<file path="src/rtl/ternary_neuron_acc.sv">
// ternary_neuron_acc: accumulates (pos_cnt - neg_cnt) from popcount11 units over
// a multi-beat frame, saturating to ACC_W signed bits, then thresholds the final
// sum into a ternary activation held behind a valid/ready handshake.
module ternary_neuron_acc #(
    parameter int ACC_W     = 8,   // signed accumulator width, 6..16
    parameter int MAX_BEATS = 8    // forced frame close after this many beats, 1..255
) (
    input  logic                    clk,
    input  logic                    rst_n,
    input  logic                    in_valid,
    output logic                    in_ready,
    input  logic                    in_last,
    input  logic [3:0]              pos_cnt,
    input  logic [3:0]              neg_cnt,
    input  logic signed [ACC_W-1:0] thr_hi,
    input  logic signed [ACC_W-1:0] thr_lo,
    output logic                    out_valid,
    input  logic                    out_ready,
    output logic [1:0]              out_act,
    output logic [ACC_W-1:0]        out_sum,
    output logic                    out_sat,
    output logic                    out_ovf
);

    typedef enum logic [1:0] {
        IDLE = 2'd0,
        ACC  = 2'd1,
        HOLD = 2'd2
    } state_t;

    localparam logic [8:0] MAX_CNT = 9'(MAX_BEATS);

    state_t                  state, state_nxt;
    logic signed [ACC_W-1:0] acc;
    logic [7:0]              beat_cnt;
    logic signed [ACC_W-1:0] thr_hi_q, thr_lo_q;
    logic                    sat_q;

    logic                    beat_fire, res_fire;
    logic signed [4:0]       delta;
    logic signed [ACC_W-1:0] acc_base;
    logic signed [ACC_W:0]   sum_ext;
    logic                    clamp;
    logic signed [ACC_W-1:0] sum_sat;
    logic [8:0]              cnt_nxt;
    logic                    hit_max, closes;
    logic signed [ACC_W-1:0] thr_hi_eff, thr_lo_eff;
    logic                    frame_sat;
    logic [1:0]              act_nxt;

    assign in_ready  = (state != HOLD);
    assign out_valid = (state == HOLD);
    assign beat_fire = in_valid & in_ready;
    assign res_fire  = out_valid & out_ready;

    // Saturating add of this beat's delta, frame-close detection and threshold decision.
    always_comb begin
        // NOTE: every signal gets a default first so no path can infer a latch.
        delta      = $signed({1'b0, pos_cnt}) - $signed({1'b0, neg_cnt});
        // The first beat of a frame starts from zero and uses the live thresholds,
        // which are only latched on that same edge.
        acc_base   = (state == IDLE) ? '0 : acc;
        thr_hi_eff = (state == IDLE) ? thr_hi : thr_hi_q;
        thr_lo_eff = (state == IDLE) ? thr_lo : thr_lo_q;
        sum_ext    = {acc_base[ACC_W-1], acc_base} + {{(ACC_W-4){delta[4]}}, delta};
        // One extra bit is enough since |delta| <= 15 is far below the ACC_W range;
        // disagreement of the top two bits means the true sum left the ACC_W range.
        clamp      = sum_ext[ACC_W] ^ sum_ext[ACC_W-1];
        sum_sat    = sum_ext[ACC_W-1:0];
        if (clamp) begin
            sum_sat = sum_ext[ACC_W] ? {1'b1, {(ACC_W-1){1'b0}}} : {1'b0, {(ACC_W-1){1'b1}}};
        end
        cnt_nxt    = ((state == IDLE) ? 9'd0 : {1'b0, beat_cnt}) + 9'd1;
        hit_max    = (cnt_nxt == MAX_CNT);
        closes     = in_last | hit_max;
        frame_sat  = ((state == IDLE) ? 1'b0 : sat_q) | clamp;
        // +1 wins when the thresholds overlap.
        act_nxt    = 2'b00;
        if (sum_sat >= thr_hi_eff) begin
            act_nxt = 2'b01;
        end else if (sum_sat <= thr_lo_eff) begin
            act_nxt = 2'b11;
        end
    end

    // Next-state logic for the frame sequencer.
    always_comb begin
        state_nxt = state;
        case (state)
            IDLE: if (beat_fire) state_nxt = closes ? HOLD : ACC;
            ACC:  if (beat_fire && closes) state_nxt = HOLD;
            HOLD: if (res_fire) state_nxt = IDLE;
            default: state_nxt = IDLE;
        endcase
    end

    // State register.
    always_ff @(posedge clk or negedge rst_n) begin
        if (!rst_n) begin
            state <= IDLE;
        end else begin
            // NOTE: sequential state uses non-blocking assignment so all registers
            // update together from pre-edge values.
            state <= state_nxt;
        end
    end

    // Accumulator, frame bookkeeping and the held result registers.
    always_ff @(posedge clk or negedge rst_n) begin
        if (!rst_n) begin
            acc      <= '0;
            beat_cnt <= '0;
            thr_hi_q <= '0;
            thr_lo_q <= '0;
            sat_q    <= 1'b0;
            out_act  <= 2'b00;
            out_sum  <= '0;
            out_sat  <= 1'b0;
            out_ovf  <= 1'b0;
        end else if (beat_fire) begin
            acc      <= sum_sat;
            beat_cnt <= cnt_nxt[7:0];
            sat_q    <= frame_sat;
            if (state == IDLE) begin
                thr_hi_q <= thr_hi;
                thr_lo_q <= thr_lo;
            end
            if (closes) begin
                out_sum <= sum_sat;
                out_act <= act_nxt;
                out_sat <= frame_sat;
                out_ovf <= hit_max & ~in_last;
            end
        end else if (res_fire) begin
            // Result taken: clear the frame, keep out_* visible for observers.
            acc      <= '0;
            beat_cnt <= '0;
            sat_q    <= 1'b0;
        end
    end

endmodule
</file>
<file path="config.mk">
export PLATFORM = sky130hd
export DESIGN_NAME = ternary_neuron_acc
export DESIGN_NICKNAME = d
export VERILOG_FILES = /design/src/rtl/ternary_neuron_acc.sv
export SDC_FILE = /design/constraint.sdc
export NUM_CORES = 1
export LEC_CHECK = 0
export ABC_AREA = 1
export CAP_MARGIN = 20
export CORE_MARGIN = 4
export CORE_UTILIZATION = 60
export CTS_CLUSTER_DIAMETER = 60
export DETAILED_ROUTE_END_ITERATION = 10
export GPL_TIMING_DRIVEN = 0
export PLACE_DENSITY = 0.87
export SLEW_MARGIN = 20
export SYNTH_ARGS = -nofsm -noshare
export SYNTH_HDL_FRONTEND = slang
export SYNTH_SLANG_ARGS = --single-unit
</file>
<file path="constraint.sdc">
create_clock -name clk -period 8.1 [get_ports clk]
set_input_delay 2.43 -clock clk [delete_from_list [all_inputs] [get_ports clk]]
set_output_delay 2.43 -clock clk [all_outputs]
set_load 0.02 [all_outputs]
</file>
# Word-level counts from Yosys, hierarchy flattened
# Index checks and enable logic that the tools add are counted.
# Widths: inputs -> output; s select.
[classes]
n_bitwise = 7
n_mux = 19
n_lt_le_gt_ge = 2
n_reduce_logical = 5
n_eq_ne = 7
addsub = 3
[ops]
columns = ["operator", "count"]
rows = [
  ["$mux 8", 9],
  ["$mux 2", 6],
  ["$add 8x1->9 const B", 1],
  ["$add 8x5->9", 1],
  ["$eq 9x4->1 const B", 1],
  ["$ge 8x8->1", 1],
  ["$le 8x8->1", 1],
  ["$ne 2x2->1 const B", 3],
  ["$pmux 2 s3", 1],
  ["$sub 4x4->5", 1],
  ["$and 1x1->1", 3],
  ["$mux 1", 3],
  ["$reduce_and 3->1", 1],
  ["$eq 2x1->1 const B", 1],
  ["$eq 2x2->1 const B", 1],
  ["$logic_not 2->1", 1],
  ["$ne 2x1->1 const B", 1],
  ["$or 1x1->1", 2],
  ["$reduce_and 2->1", 1],
  ["$reduce_bool 2->1", 1],
  ["$logic_and 1x1->1", 1],
  ["$not 1->1", 1],
  ["$xor 1x1->1", 1],
]
[totals]
output_inout_bits = 14
wordCells = 53
register_bits = 47
in_bits = 29

# Logic depth before layout (Yosys ltp)
# Gate-level depths: netlist of run 1.
[depth]
word_depth = 8
depth_mapped = 34

# Worst setup path before layout of run 1
# OpenSTA, ideal clock, no wires.
[synth_path]
kind = "input-to-reg"
from = "input pos_cnt[0]"
to = "register out_act[0]"
required_ns = 7.987
cell_stages = 27
slack_ns = 1.822
path_buffers = 0
arrival_time_ns = 6.165
path_cell_list = "inv_1 > ha_1 > fa_1 > xnor2_1 > ha_1 > nand3_1 > nand2_1 > a21oi_1 > o21bai_1 > a21oi_1 > o21bai_1 > xor2_1 > inv_1 > ha_1 > nand3_1 > nand2_1 > inv_1 > ha_1 > inv_1 > nor3_1 > nand2_1 > nand3_1 > nand3_1 > a21oi_1 > nand4_1 > nand2_1 > inv_1"
[synth_via]
elab_chain_cells = 7
[synth_rtl]
columns = ["element", "line_no", "rtl"]
rows = [
  ["start: declaration", "13", "input logic [3:0] pos_cnt,"],
  ["$sub 4x4->5 *", "59", "delta = $signed({1'b0, pos_cnt}) - $signed({1'b0, neg_cnt});"],
  ["$add 8x5->9 *", "65", "sum_ext = {acc_base[ACC_W-1], acc_base} + {{(ACC_W-4){delta[4]}}, delta};"],
  ["$mux 8 or $xor 1x1->1 (tied branches)", "71, 68", ""],
  ["$mux 8 *", "70", "if (clamp) begin"],
  ["via sum_sat[6]", "44", "logic signed [ACC_W-1:0] sum_sat;"],
  ["$le 8x8->1", "81", "end else if (sum_sat <= thr_lo_eff) begin"],
  ["$mux 2", "81", ""],
  ["$mux 2 *", "79", "if (sum_sat >= thr_hi_eff) begin"],
  ["end signal: assignment", "130", "out_act <= act_nxt;"],
  ["end: declaration", "19", "output logic [1:0] out_act,"],
]
# Mark *: on every way through the listed nets, which the timed path passes. The rest lies on a longest branch.
# A chain may end at the register's enable or synchronous reset.

# Worst setup path after layout of run 1
# Ends and elaborated chain as after synthesis.

==> flow_summary.yaml, run 1 <==
floorplan:
  die_x_um: 81.3
  num_io_pins: 43
  die_h_um: 81.3
  dieArea_mm2: 0.00661
  start_util_pct: 62.3
  core.rowCount: 26
  core_region_area_mm2: 0.00517
synth:
  synthesis.area_mm2: 0.00322
  synth-seq-cells: 47
  async_flop_share_pct: 100
  syn_avg_cell_area_um2: 7.70
  ys.warnings.count: 0
  ys.flop_type: "dfrtp_1"
  synth_edf_count: 0
  syn_nets: 480
  yosysSeqAreaShare_pct: 36.5
  syn_inst: 419
  ys_types: 33
timing:
  fmax_mhz: 136
  maxSlewHeadroom_pct: 50.3
  rsz0062_at_grt: "no"
  worstMarginPinSlew_ps: 746
  fin_worst_skew_ps: 7.03
  finalMaxSlewViolations: 0
  final_hold_viol_count: 0
  tns_ps: 0
  min_period_ps: 7330
  post-route-period-util_pct: 90.5
  setup_violations: 0
routing:
  drt_pass1_iterations: 5
  drt_iter0_markers: 159
  drc: 0
  detail-route-antenna-nets: 0
  vias: 2967
  wl_per_cell_um: 14.3
  viasPerCell: 5.50
  drt_wl_total_mm: 7.71
clocking:
  path_clk_slew_ps: 90
  numCtsBuffers: 5
  post-cts-setup-buffers: 0
  cts_max_level: 2
  clock_latency_ps: 300
  clock-root-buffer: "clkbuf_8"
  cts_tree: "yes"
  cts.repair.resized: 0
  cts_max_path_buffers: 2
  cts_sinks: 47
  cts-hold-fix-buffers: 0
worst_setup_path:
  slowest_delay_ps: 450
  path_common_cell: "nand2_1"
  slowest_stage: "clkdlybuf4s50_1"
  worstPathRequired_ps: 8310
  crit_path_end_kind: "flip-flop"
  path_class: "primary input to flip-flop"
  worstPathMaxFanout: 7
  crit_arrival_ps: 7530
  worst_setup_path_start_kind: "primary input"
final_layout:
  fillers: 368
  layout_common_cells: "nand2_1 (95), inv_1 (66), dfrtp_1 (47), clkdlybuf4s50_1 (41), nor2_1 (31)"
  final_nets: 530
  layout_commonest_cell: "nand2_1"
  fin_area_mm2: 0.00385
  fin_util_pct: 74.4
  diodes: 0
  area_growth_pct: 19.4
  drive_gt1_share_pct: 6.40
run_status:
  status: "complete, no violations"
global_route:
  antenna_found_initial: 0
  grtUsageTotal_pct: 25.6
  grt_max_degree: 30
  first_global_vias: 2996
  grt_pass1_wl_mm: 13.1
  overflow: 0
placement:
  io_buffers: 42
  gp_congestion: 0.915
  place_area_mm2: 0.00375
  hpwl_mm: 5.93
run:
  cap_violations: 0
hold_path:
  worst_hold_path_type: "flip-flop to flip-flop"
layer usage:
| layer | GRT usage [%] | up-vias | part of all wire [%] |
|---|---|---|---|
| li1 | - | 1458 | - |
| met4 | 9.46 | 0 | 2.6 |
| met5 | 0 | - | 0 |
| met1 | 31.9 | 1403 | 44 |
| met3 | 4.43 | 15 | 5.2 |
| met2 | 44.2 | 91 | 48 |
worst max-delay path: cells and delay by family:
kind / cells / cell delay (ps)
compound gates: 5 / 790
simple gates: 11 / 1520
buf+inv: 5 / 710
xor+xnor: 2 / 360
fa+ha+maj: 5 / 1700
per-stage QoR:
stage | worst slack (ps) | cells | hold WS (ps)
after detailed placement | 651 | 532 | 468
after floorplan | 1820 | 419 | 448
after CTS | 876 | 539 | 490
after global placement | 702 | 531 | 463
after global routing | 404 | 539 | 513
final | 773 | 539 | 493
worst paths after layout:
check,from,to,slack (ps),cells past startpoint
worst max-delay path,pos_cnt[0],out_act[0],770,28
worst min-delay path,thr_lo_q[1],thr_lo_q[1],490,2
worst max register to register,state[0],out_act[0],2920,28
worst min register to register,thr_lo_q[1],thr_lo_q[1],490,2
max in group asynchronous,rst_n,acc[3],5530,2
min in group asynchronous,rst_n,beat_cnt[5],2060,1
cells in the mapped netlist, types with 6 or more instances:
cell type	number	area share (%)
mux2i_1	13	4.0
o21ai_1	9	1.4
inv_1	66	7.7
a21oi_1	16	2.5
o22ai_1	14	2.7
nand2_1	95	11
dfrtp_1	47	36
nor2_1	31	3.6
nand3_1	20	3.1
ha_1	30	12
o21ai_0	30	4.7
clkbuf_1	6	0.70
state kept, by name, summed over array words and instances (netlist names), 2 cells and up:
register and flops:
out_act 2, thr_hi_q 8, acc 8, beat_cnt 8, out_sum 8, thr_lo_q 8
state 2
cell type report:
| class | instances | area (um2) | area share [%] |
|---|---|---|---|
| Buffer | 10 | 58.8 | 1.53 |
| Clock inverter | 1 | 30.0 | 0.780 |
| Tap cell | 70 | 87.6 | 2.27 |
| Clock buffer | 6 | 72.6 | 1.88 |
| Multi-Input combinational cell | 292 | 1730 | 44.8 |
| Inverter | 70 | 263 | 6.82 |
| Timing Repair Buffer | 43 | 435 | 11.3 |
| Sequential cell | 47 | 1180 | 30.5 |
cell families (layout without fill, tap and decap cells):
family                   count (synthesis)  in the layout  share of synthesized area [%]
multiplexers                            13             13                           4.04
buffers and inverters                   80            130                           9.97
AO/OA/AOI/OAI                           76             76                           13.0
XOR/XNOR                                 6              6                           1.63
adder cells (fa/ha/maj)                 32             32                           12.9
AND/OR/NAND/NOR                        165            165                           22.0
flip-flops                              47             47                           36.5
Power of run 1 is not shown: default switching activity piles up to over one toggle a cycle in this logic, so the estimate is an artifact.
==> run 2: changes to the inputs <==
Settings changed: CORE_UTILIZATION 60 to 40, PLACE_DENSITY 0.87 to default.
==> flow_summary.yaml, run 2 (synthesized netlist as in run 1, its figures left out) <==
run_status:
  status: "complete, no violations"
timing:
  tns_ps: 0
  post-route-period-util_pct: 89.6
  final_hold_viol_count: 0
  finalMaxSlewViolations: 0
  maxSlewHeadroom_pct: 48.1
  setup_violations: 0
  fmax_mhz: 138
  worstMarginPinSlew_ps: 778
  fin_worst_skew_ps: 8.42
  rsz0062_at_grt: "no"
  min_period_ps: 7260
routing:
  drc: 0
  vias: 2795
  detail-route-antenna-nets: 0
  wl_per_cell_um: 13.6
  drt_iter0_markers: 127
  drt_wl_total_mm: 7.77
  viasPerCell: 4.90
  drt_pass1_iterations: 4
run:
  cap_violations: 0
floorplan:
  dieArea_mm2: 0.00956
  core_region_area_mm2: 0.00777
  die_x_um: 97.8
  start_util_pct: 41.5
  core.rowCount: 32
  num_io_pins: 43
  die_h_um: 97.8
final_layout:
  multi_input_area_mm2: 0.00173
  diodes: 0
  final_nets: 529
  layout_common_cells: "nand2_1 (95), inv_1 (66), dfrtp_1 (47), clkdlybuf4s50_1 (41), nor2_1 (31)"
  final_cell_count_no_fill: 570
  drive_gt1_share_pct: 6.41
  area_growth_pct: 19.6
  register_area_mm2: 0.00118
  layout_commonest_cell: "nand2_1"
  fin_util_pct: 49.7
  fillers: 789
clocking:
  cts.repair.resized: 0
  numCtsBuffers: 5
  clock_latency_ps: 300
  clock-root-buffer: "clkbuf_8"
  path_clk_slew_ps: 80
  cts_sinks: 47
  cts_tree: "yes"
  cts_max_level: 2
  cts_max_path_buffers: 2
  post-cts-setup-buffers: 0
  cts-hold-fix-buffers: 0
worst_setup_path:
  slowest_stage: "clkdlybuf4s50_1"
  cp.depth: 28
  crit_arrival_ps: 7460
  crit_path_end_kind: "flip-flop"
  slowest_delay_ps: 460
  r2r_cells: 28
  timing.critical_path.buf_inv: 6
  critPathTopFamily: "adder cells"
  worstPathRequired_ps: 8300
  worst_setup_path_start_kind: "primary input"
  path_class: "primary input to flip-flop"
  regToRegSetupSlack_ps: 3030
  worstPathMaxFanout: 7
  path_common_cell: "inv_1"
global_route:
  antenna_found_initial: 0
  grt_pass1_wl_mm: 13.3
  first_global_vias: 2849
  overflow: 0
  grtUsageTotal_pct: 16.9
  grt_max_degree: 48
placement:
  gp_congestion: 0.832
  hpwl_mm: 5.91
  dpl.cell_count: 563
  io_buffers: 42
hold_path:
  worst_hold_path_type: "flip-flop to flip-flop"
  min_path_cells: 2
==> run 2: changes by cell type in the layout (fill, tap and decap cells not counted) <==
cell	change
clkinv_2	+1
clkbuf_1	-1
buf_12	-1
buf_2	-1
clkbuf_8	+1
bufinv_16	-1
buf_4	+1
==> run 2: stage by stage <==
stage	hold slack [ps]	setup WS (ps)	cell area [um2]
after global routing	513	382	3860
final	490	844	3860
after floorplan	448	1820	3220
after CTS	496	867	3860
after global placement	465	554	3770
after detailed placement	474	557	3770
==> run 2: worst register-to-register path, delay by kind of cell (launching register included) <==
family	cells	cell delay, ps
adders and majority gates	3	1050
AOI/OAI and AO/OA	5	720
and+or+nand+nor	12	1670
buffers and inverters	7	890
DFF	1	410
xor gates and xnor gates	1	210
==> run 2: routing by layer <==
layer	track usage (%)	vias up	wire length (um)	part of all wire [%]
li1	-	1460	-	-
met1	22.9	1287	3860	50
met2	27.8	42	3550	46
met3	3.07	6	279	3.6
met4	4.47	0	80	1.0
met5	0	-	0	0
==> run 2: worst paths after layout <==
| path | from | to |
|---|---|---|
| max in group asynchronous | rst_n | thr_hi_q[4] |
| setup reg to reg | state[0] | out_act[0] |
| hold reg to reg | thr_hi_q[7] | thr_hi_q[7] |
| hold / removal | thr_hi_q[7] | thr_hi_q[7] |
| min in group asynchronous | rst_n | beat_cnt[4] |
| setup / recovery | pos_cnt[0] | out_act[0] |
==> run 2: cell type report <==
type,instances,area share (%)
Multi-Input combinational cell,292,44.8
Clock buffer,6,2.14
Inverter,70,6.81
Tap cell,102,3.31
Sequential cell,47,30.5
Timing Repair Buffer,42,10.8
Buffer,10,1.52
Clock inverter,1,0.130
Power of run 2 is left out for the same reason.
==> run 3: changes to the inputs <==
Settings changed: CORE_ASPECT_RATIO from default to 0.5, CORE_UTILIZATION 40 to 35, MAX_ROUTING_LAYER from default to met4.
==> flow_summary.yaml, run 3 (synthesized netlist as in run 1, its figures left out) <==
run_status:
  status: "complete, no violations"
worst_setup_path:
  regToRegSetupSlack_ps: 3080
  worstPathMaxFanout: 7
  slowest_stage: "clkdlybuf4s50_1"
  path_common_cell: "nand2_1"
  worstPathRequired_ps: 8280
  crit_arrival_ps: 7330
  crit_start: "pos_cnt[0]"
  crit_path_end_kind: "flip-flop"
  reg2reg_from: "state[0]"
  slowest_delay_ps: 450
  worst_setup_path_start_kind: "primary input"
  path_class: "primary input to flip-flop"
final_layout:
  register_area_mm2: 0.00118
  fillers: 925
  diodes: 0
  final_nets: 530
  area_growth_pct: 22.5
  multi_input_area_mm2: 0.00173
  layout_commonest_cell: "nand2_1"
  layout_common_cells: "nand2_1 (95), inv_1 (66), dfrtp_1 (47), clkdlybuf4s50_1 (41), nor2_1 (31)"
  drive_gt1_share_pct: 6.61
floorplan:
  dieArea_mm2: 0.0109
  die_x_um: 144
  die_h_um: 75.9
  core_region_area_mm2: 0.00883
  num_io_pins: 43
  core.rowCount: 24
  start_util_pct: 36.5
routing:
  drt_wl_total_mm: 7.48
  drt_iter0_markers: 173
  detail-route-antenna-nets: 0
  viasPerCell: 4.72
  vias: 2764
  drt_pass1_iterations: 4
  wl_per_cell_um: 12.8
  drc: 0
timing:
  rsz0062_at_grt: "no"
  tns_ps: 0
  fin_worst_skew_ps: 4.38
  finalMaxSlewViolations: 0
  final_hold_viol_count: 0
  min_period_ps: 7150
  post-route-period-util_pct: 88.2
  maxSlewHeadroom_pct: 46.6
  fmax_mhz: 140
  setup_violations: 0
  worstMarginPinSlew_ps: 802
clocking:
  post-cts-setup-buffers: 0
  numCtsBuffers: 5
  path_clk_slew_ps: 60
  cts_sinks: 47
  cts-hold-fix-buffers: 0
  cts_max_path_buffers: 2
  cts_max_level: 2
  clock_latency_ps: 290
  clock-root-buffer: "clkbuf_16"
  cts.repair.resized: 0
  cts_tree: "yes"
hold_path:
  worst_hold_path_type: "flip-flop to flip-flop"
  min_from: "thr_lo_q[1]"
global_route:
  grtUsageTotal_pct: 14.8
  grt_pass1_wl_mm: 12.3
  overflow: 0
  antenna_found_initial: 0
  first_global_vias: 2595
  grt_max_degree: 28
placement:
  hpwl_mm: 5.99
  io_buffers: 42
  gp_congestion: 0.841
run:
  cap_violations: 0
-- run 3: through the flow --
stage | area (um2) | hold WS [ps] | worst slack, ps | util [%] | cells
detailed placement | 3810 | 469 | 659 | 43.1 | 579
floorplan | 3220 | 448 | 1820 | - | 419
global route | 3950 | 502 | 442 | 44.7 | 586
CTS | 3950 | 484 | 946 | 44.7 | 586
global placement | 3790 | 463 | 678 | 42.9 | 578
finish | 3950 | 482 | 953 | 44.7 | 586
-- run 3: cell type report --
class	count	share of cell area [%]
buffer	10	1.49
clock buffer	6	3.52
clock inverter	1	0.127
inverter	70	6.65
multi-input combinational	292	43.7
sequential	47	29.8
tap	117	3.71
timing repair buffer	43	11.0
-- run 3: metal layers --
layer  routed length [um]  track usage, %  vias to the layer above
li1                     -               -                     1454
met4                   93            4.18                        0
met5                    0               -                        -
met1                 3880            20.3                     1266
met3                  212            2.19                        9
met2                 3300            23.2                       35
-- run 3: path summary, 6_finish.rpt --
path | endpoint | depth (start not counted)
worst min-delay path | thr_lo_q[1] | 2
worst min register to register | thr_lo_q[1] | 2
worst max register to register | out_act[0] | 28
max in group asynchronous | beat_cnt[5] | 2
worst max-delay path | out_act[0] | 28
min in group asynchronous | acc[2] | 1
-- run 3: worst max-delay path, delay by kind of cell --
family	cells	cell delay, ps
and+or+nand+nor	10	1410
adders and majority gates	5	1680
xor gates and xnor gates	2	330
buffers and inverters	5	680
AOI/OAI and AO/OA	6	820
Power of run 3 is left out for the same reason.
